File: config.mk
export PLATFORM = sky130hd
export DESIGN_NAME = instr_fetch_unit
export DESIGN_NICKNAME = d
export VERILOG_FILES = /design/src/rtl/instr_fetch_unit.sv
export SDC_FILE = /design/constraint.sdc
export NUM_CORES = 1
export LEC_CHECK = 0
export BUFFER_PORTS_ARGS = -buffer_cell sky130_fd_sc_hd__buf_4
export CAP_MARGIN = 15
export CORE_ASPECT_RATIO = 0.6
export CORE_UTILIZATION = 40
export CTS_BUF_LIST = sky130_fd_sc_hd__clkbuf_2 sky130_fd_sc_hd__clkbuf_4 sky130_fd_sc_hd__clkbuf_8
export DETAILED_ROUTE_END_ITERATION = 7
export GPL_TIMING_DRIVEN = 0
export PLACE_DENSITY_LB_ADDON = 0.25
export SLEW_MARGIN = 0
export SYNTH_ARGS = -nofsm -noshare
export SYNTH_HDL_FRONTEND = slang
export SYNTH_SLANG_ARGS = --single-unit
File: constraint.sdc
create_clock -name clk -period 1.9 [get_ports clk]
set_clock_uncertainty 0.1 [all_clocks]
set_input_delay 0.19 -clock clk [delete_from_list [all_inputs] [get_ports clk]]
set_output_delay 0.19 -clock clk [all_outputs]
set_load 0.01 [all_outputs]
File: src/rtl/instr_fetch_unit.sv
// instr_fetch_unit: fetches one instruction word per request from the PC's
// next address over an imem req/ack handshake, loads it into the instruction
// register and pulses pcen so the PC commits exactly the fetched address.
// Optional feature macro: IFETCH_TIMEOUT_EN enables the ack timeout / bus_err path.
module instr_fetch_unit #(
    parameter int ADDR_W      = 32,
    parameter int DATA_W      = 32,
    parameter int TIMEOUT_CYC = 255
) (
    input  logic              clk,
    input  logic              rst_n,
    input  logic              fetch_start,
    input  logic              flush,
    input  logic [ADDR_W-1:0] pc_addr,
    output logic              pcen,
    output logic              imem_req,
    output logic [ADDR_W-1:0] imem_addr,
    input  logic [DATA_W-1:0] imem_rdata,
    input  logic              imem_ack,
    output logic [DATA_W-1:0] ir,
    output logic              ir_valid,
    output logic              fetch_busy,
    output logic              fetch_done,
    output logic              addr_err,
    output logic              bus_err
);

    typedef enum logic [1:0] {
        IDLE,
        REQ,
        DONE,
        ERR
    } state_t;

    state_t state;
    state_t state_next;
    logic   flush_pend;
    logic   timeout_hit;
    logic   start_ok;
    logic   start_bad;
    logic   drop_fetch;

    // The 8-bit wait counter cannot represent a limit outside 1..255.
    if (TIMEOUT_CYC < 1 || TIMEOUT_CYC > 255) begin : g_bad_timeout
        $error("instr_fetch_unit: TIMEOUT_CYC must be in 1..255");
    end

    assign start_ok   = (state == IDLE) && fetch_start && !flush && (pc_addr[1:0] == 2'b00);
    assign start_bad  = (state == IDLE) && fetch_start && !flush && (pc_addr[1:0] != 2'b00);
    assign drop_fetch = flush || flush_pend;
    assign fetch_busy = (state != IDLE);

    // State register; reset drops any in-flight request immediately.
    always_ff @(posedge clk or negedge rst_n) begin
        if (!rst_n) begin
            state <= IDLE;
        end else begin
            state <= state_next;
        end
    end

    // Next-state and handshake outputs; a flush in DONE suppresses the commit.
    always_comb begin
        state_next = state;
        imem_req   = 1'b0;
        pcen       = 1'b0;
        fetch_done = 1'b0;
        case (state)
            IDLE: begin
                if (start_ok) begin
                    state_next = REQ;
                end else if (start_bad) begin
                    state_next = ERR;
                end
            end
            REQ: begin
                imem_req = 1'b1;
                if (imem_ack) begin
                    state_next = drop_fetch ? IDLE : DONE;
                end else if (timeout_hit) begin
                    state_next = ERR;
                end
            end
            DONE: begin
                pcen       = !flush;
                fetch_done = !flush;
                state_next = IDLE;
            end
            ERR: begin
                if (flush) begin
                    state_next = IDLE;
                end
            end
            default: state_next = IDLE;
        endcase
    end

    // Address capture, instruction register, pending flush and alignment error.
    always_ff @(posedge clk or negedge rst_n) begin
        if (!rst_n) begin
            imem_addr  <= '0;
            ir         <= '0;
            ir_valid   <= 1'b0;
            addr_err   <= 1'b0;
            flush_pend <= 1'b0;
        end else begin
            case (state)
                IDLE: begin
                    if (start_ok) begin
                        imem_addr  <= pc_addr;
                        ir_valid   <= 1'b0;
                        flush_pend <= 1'b0;
                    end
                    if (start_bad) begin
                        addr_err <= 1'b1;
                    end
                end
                REQ: begin
                    if (flush) begin
                        flush_pend <= 1'b1;
                    end
                    if (imem_ack && !drop_fetch) begin
                        ir <= imem_rdata;
                    end
                end
                DONE: begin
                    if (!flush) begin
                        ir_valid <= 1'b1;
                    end
                end
                ERR: begin
                    if (flush) begin
                        addr_err <= 1'b0;
                    end
                end
                default: ;
            endcase
        end
    end

`ifdef IFETCH_TIMEOUT_EN
    logic [7:0] wait_cnt;

    assign timeout_hit = (state == REQ) && !imem_ack && (wait_cnt == 8'(TIMEOUT_CYC - 1));

    // Count REQ cycles without ack; an ack in the limit cycle wins over the timeout.
    always_ff @(posedge clk or negedge rst_n) begin
        if (!rst_n) begin
            wait_cnt <= '0;
            bus_err  <= 1'b0;
        end else begin
            if (start_ok) begin
                wait_cnt <= '0;
            end else if ((state == REQ) && !imem_ack) begin
                wait_cnt <= wait_cnt + 8'd1;
            end
            if (timeout_hit) begin
                bus_err <= 1'b1;
            end else if ((state == ERR) && flush) begin
                bus_err <= 1'b0;
            end
        end
    end
`else
    assign timeout_hit = 1'b0;
    assign bus_err     = 1'b0;
`endif

endmodule
==> impl_metrics.ini <==
[grt]
track_usage_pct = 21.4
grt_pass1_vias = 2189
grt_max_degree = 70
grt-ovfl-total = 0
antenna_found_initial = 0
grt_pass1_wl_mm = 11.0

[place]
finalWeightedCongestion = 0.779
hpwl_mm = 4.43
post_dp_cell_area_um2 = 3810
io_buffers = 138

[die]
dieArea_um2 = 7020
rows = 22
core-area_um2 = 6280
fp.dieH_um = 65.3
die_w_um = 107
start_util_pct = 42.5
io-pin-count = 140

[synth]
synthCells = 165
synth.avg_cell_area_um2 = 16.2
synth_ff_type = dfrtp_1
yosysSeqAreaShare_pct = 64.7
ys_ff_latch = 69
synth_most_common_cell = dfrtp_1
yosys.area_share.simple_pct = 3.61
ys_top_cells_by_count = dfrtp_1, mux2_2, buf_6, mux2_1
synth_compound_area_share_pct = 1.41
synthDistinctLibCells = 23
synth_edf_count = 0
synthAdderAreaFrac_pct = 0
yosys_warnings = 0
synth_xor_area_share_pct = 0
synthTopCellsByArea = dfrtp_1, mux2_2, buf_6, mux2_1, buf_4
synth_top_area_share_pct = 64.7
muxShareOfSynthArea_pct = 26.5
synth_top_family_by_area = multiplexers
yosysTopAreaCell = dfrtp_1
async_reset_ff_share_pct = 100
mappedNetlistArea_um2 = 2670
synth_fp_nets = 234

[layout]
nNetsFinal = 447
fillers = 436
drive_gt1_share_pct = 58.0
num_antenna_cells = 0
stdcell_area_um2 = 4690
syn2layout_area_growth_pct = 75.7

[power_and_ir_drop]
leakagePower_nw = 2.31
power_density_nw_per_um2 = 1230
peakVddDrop_v = 0.000636

[detailed_routing]
drc = 0
wl_per_cell_um = 15.0
postRouteAntennaNets = 0
drt_iter0_markers = 56
viasPerCell = 4.51
vias = 2107
firstDrtPassIters = 6
routed_wl_mm = 6.98

[hold_path]
hold_end = state[1]
hold_class = input port to flop
hold_depth = 3
worstHoldStart = fetch_start

[sta]
fmax_ghz = 0.569
tns_ns = 0
max_slew.worst_pin.slew_ns = 0.855
setup_viol = 0
rsz0062_at_grt = false
min_period_ns = 1.76
slew_headroom_pct = 43.0
slew_violations = 0
hold_viol_final = 0
fin_crit_sh_pct = 92.6

[clock_tree]
cts_setup_buffers = 0
numCtsBuffers = 9
clkTransAtPathRegs_ns = 0.08
root_buffer = clkbuf_8
cts_tree = done
cts_max_level = 3
cts_num_sinks = 69
clockBufferDepth = 2
clock_latency_ns = 0.33

[critical_path]
critPathRequiredTime_ns = 2.01
crit_slowest_cell = dfrtp_1
crit_family = flip-flops
criticalPathCategory = flop to flop
r2r_start = state[0]
rr_worst_depth = 5
critical_path.max_stage_delay_ns = 0.47
start_kind = flop
critPathMaxFanout = 10
cp.arrival_ns = 1.87
endpoint_kind = flop
critPathBufInv = 2
rrSetupSlack_ns = 0.14
r2r_end = ir[10]
crit_chain = nor2b_4 > and3b_1 > buf_4 > buf_6 > mux2_1

[job]
drv_cap = 0

[run_status]
status = completed
-- worst min-delay path, stage by stage --
cell and delay, ns:
buf_4 0.11, nand3b_1 0.08, a21oi_1 0.07
-- repair_timing --
action | 4_1_cts | 5_1_grt
hold endpoints to repair | 132 | 1
gates resized for setup | 0 | 1
endpoints found under the setup margin | 0 | 1
hold buffers | 63 | 1
-- how the worst max path moves through the flow --
stage / from / end / slack [ns] / depth (start not counted)
after floorplan: state[0] / ir[0] / 0.31 / 5
after global placement: state[0] / ir[17] / 0.21 / 5
after detailed placement: state[0] / ir[10] / 0.18 / 5
after CTS: flush / pcen / 0.03 / 5
after global routing: state[1] / imem_addr[18] / 0.07 / 4
final: state[0] / ir[10] / 0.14 / 5
-- logic make-up after synthesis --
logic type,count (synthesis)
AOI/OAI and AO/OA,6
and+or+nand+nor,15
DFF,69
other,1
buffers and inverters,11
muxes,63
-- layout make-up --
type	instances	area, um^2	share of cell area (%)
Buffer	9	90.1	1.92
Timing Repair Buffer	202	1680	35.7
Sequential cell	69	1730	36.8
Clock inverter	5	82.6	1.76
Clock buffer	11	151	3.23
Inverter	2	7.51	0.160
Tap cell	84	105	2.24
Multi-Input combinational cell	85	851	18.1
-- registers in the layout, summed over array words and instances, names as in the netlist --
name / flops
flush_pend: 1
ir: 32
state: 2
addr_err: 1
ir_valid: 1
imem_addr: 32
-- report_power, final --
part | total [W] | leakage [nW] | switching, W | internal (W)
combinational | 0.00207 | 1.35 | 0.000798 | 0.00128
clock | 0.00135 | 0.108 | 0.000538 | 0.000810
sequential | 0.00234 | 0.852 | 0.000303 | 0.00204
-- cell usage in the layout (no fill, tap or decap) --
cell type and instances:
a21oi_1 1, a22o_1 1, and2_1 2, and3b_1 1, buf_4 141, buf_6 6, bufinv_16 2, clkbuf_8 11
clkinvlp_4 3, conb_1 1, dfrtp_1 69, dlygate4sd3_1 64, inv_1 2, mux2_1 6, mux2_2 56, mux2i_1 1
nand2_1 3, nand3_1 1, nand3_2 1, nand3b_1 1, nor2_1 2, nor2b_1 2, nor2b_4 1, nor3b_2 1
o21a_1 1, o21ai_0 2, o22ai_1 1
-- stage by stage --
stage	hold WS (ns)	worst slack (ns)	instances	total power [W]	util, %
after floorplan	-0.206	0.313	165	0.00315	-
after global placement	0.260	0.211	387	0.00427	60.7
after detailed placement	0.263	0.177	387	0.00434	60.7
after CTS	0.000651	0.0332	466	0.00580	74.5
after global routing	0.0552	0.0726	467	0.00611	74.7
final	0.0485	0.141	467	0.00576	74.7
-- metal layers --
| metal | up-vias | global-route usage (%) | wire length [um] | part of all wire, % |
|---|---|---|---|---|
| li1 | 998 | - | - | - |
| met1 | 1031 | 24.1 | 2750 | 39 |
| met2 | 72 | 38.2 | 3770 | 54 |
| met3 | 6 | 6.85 | 392 | 5.6 |
| met4 | 0 | 8.05 | 76 | 1.1 |
| met5 | - | 0 | 0 | 0 |
Note: power is estimated with default switching activity, not from simulation.
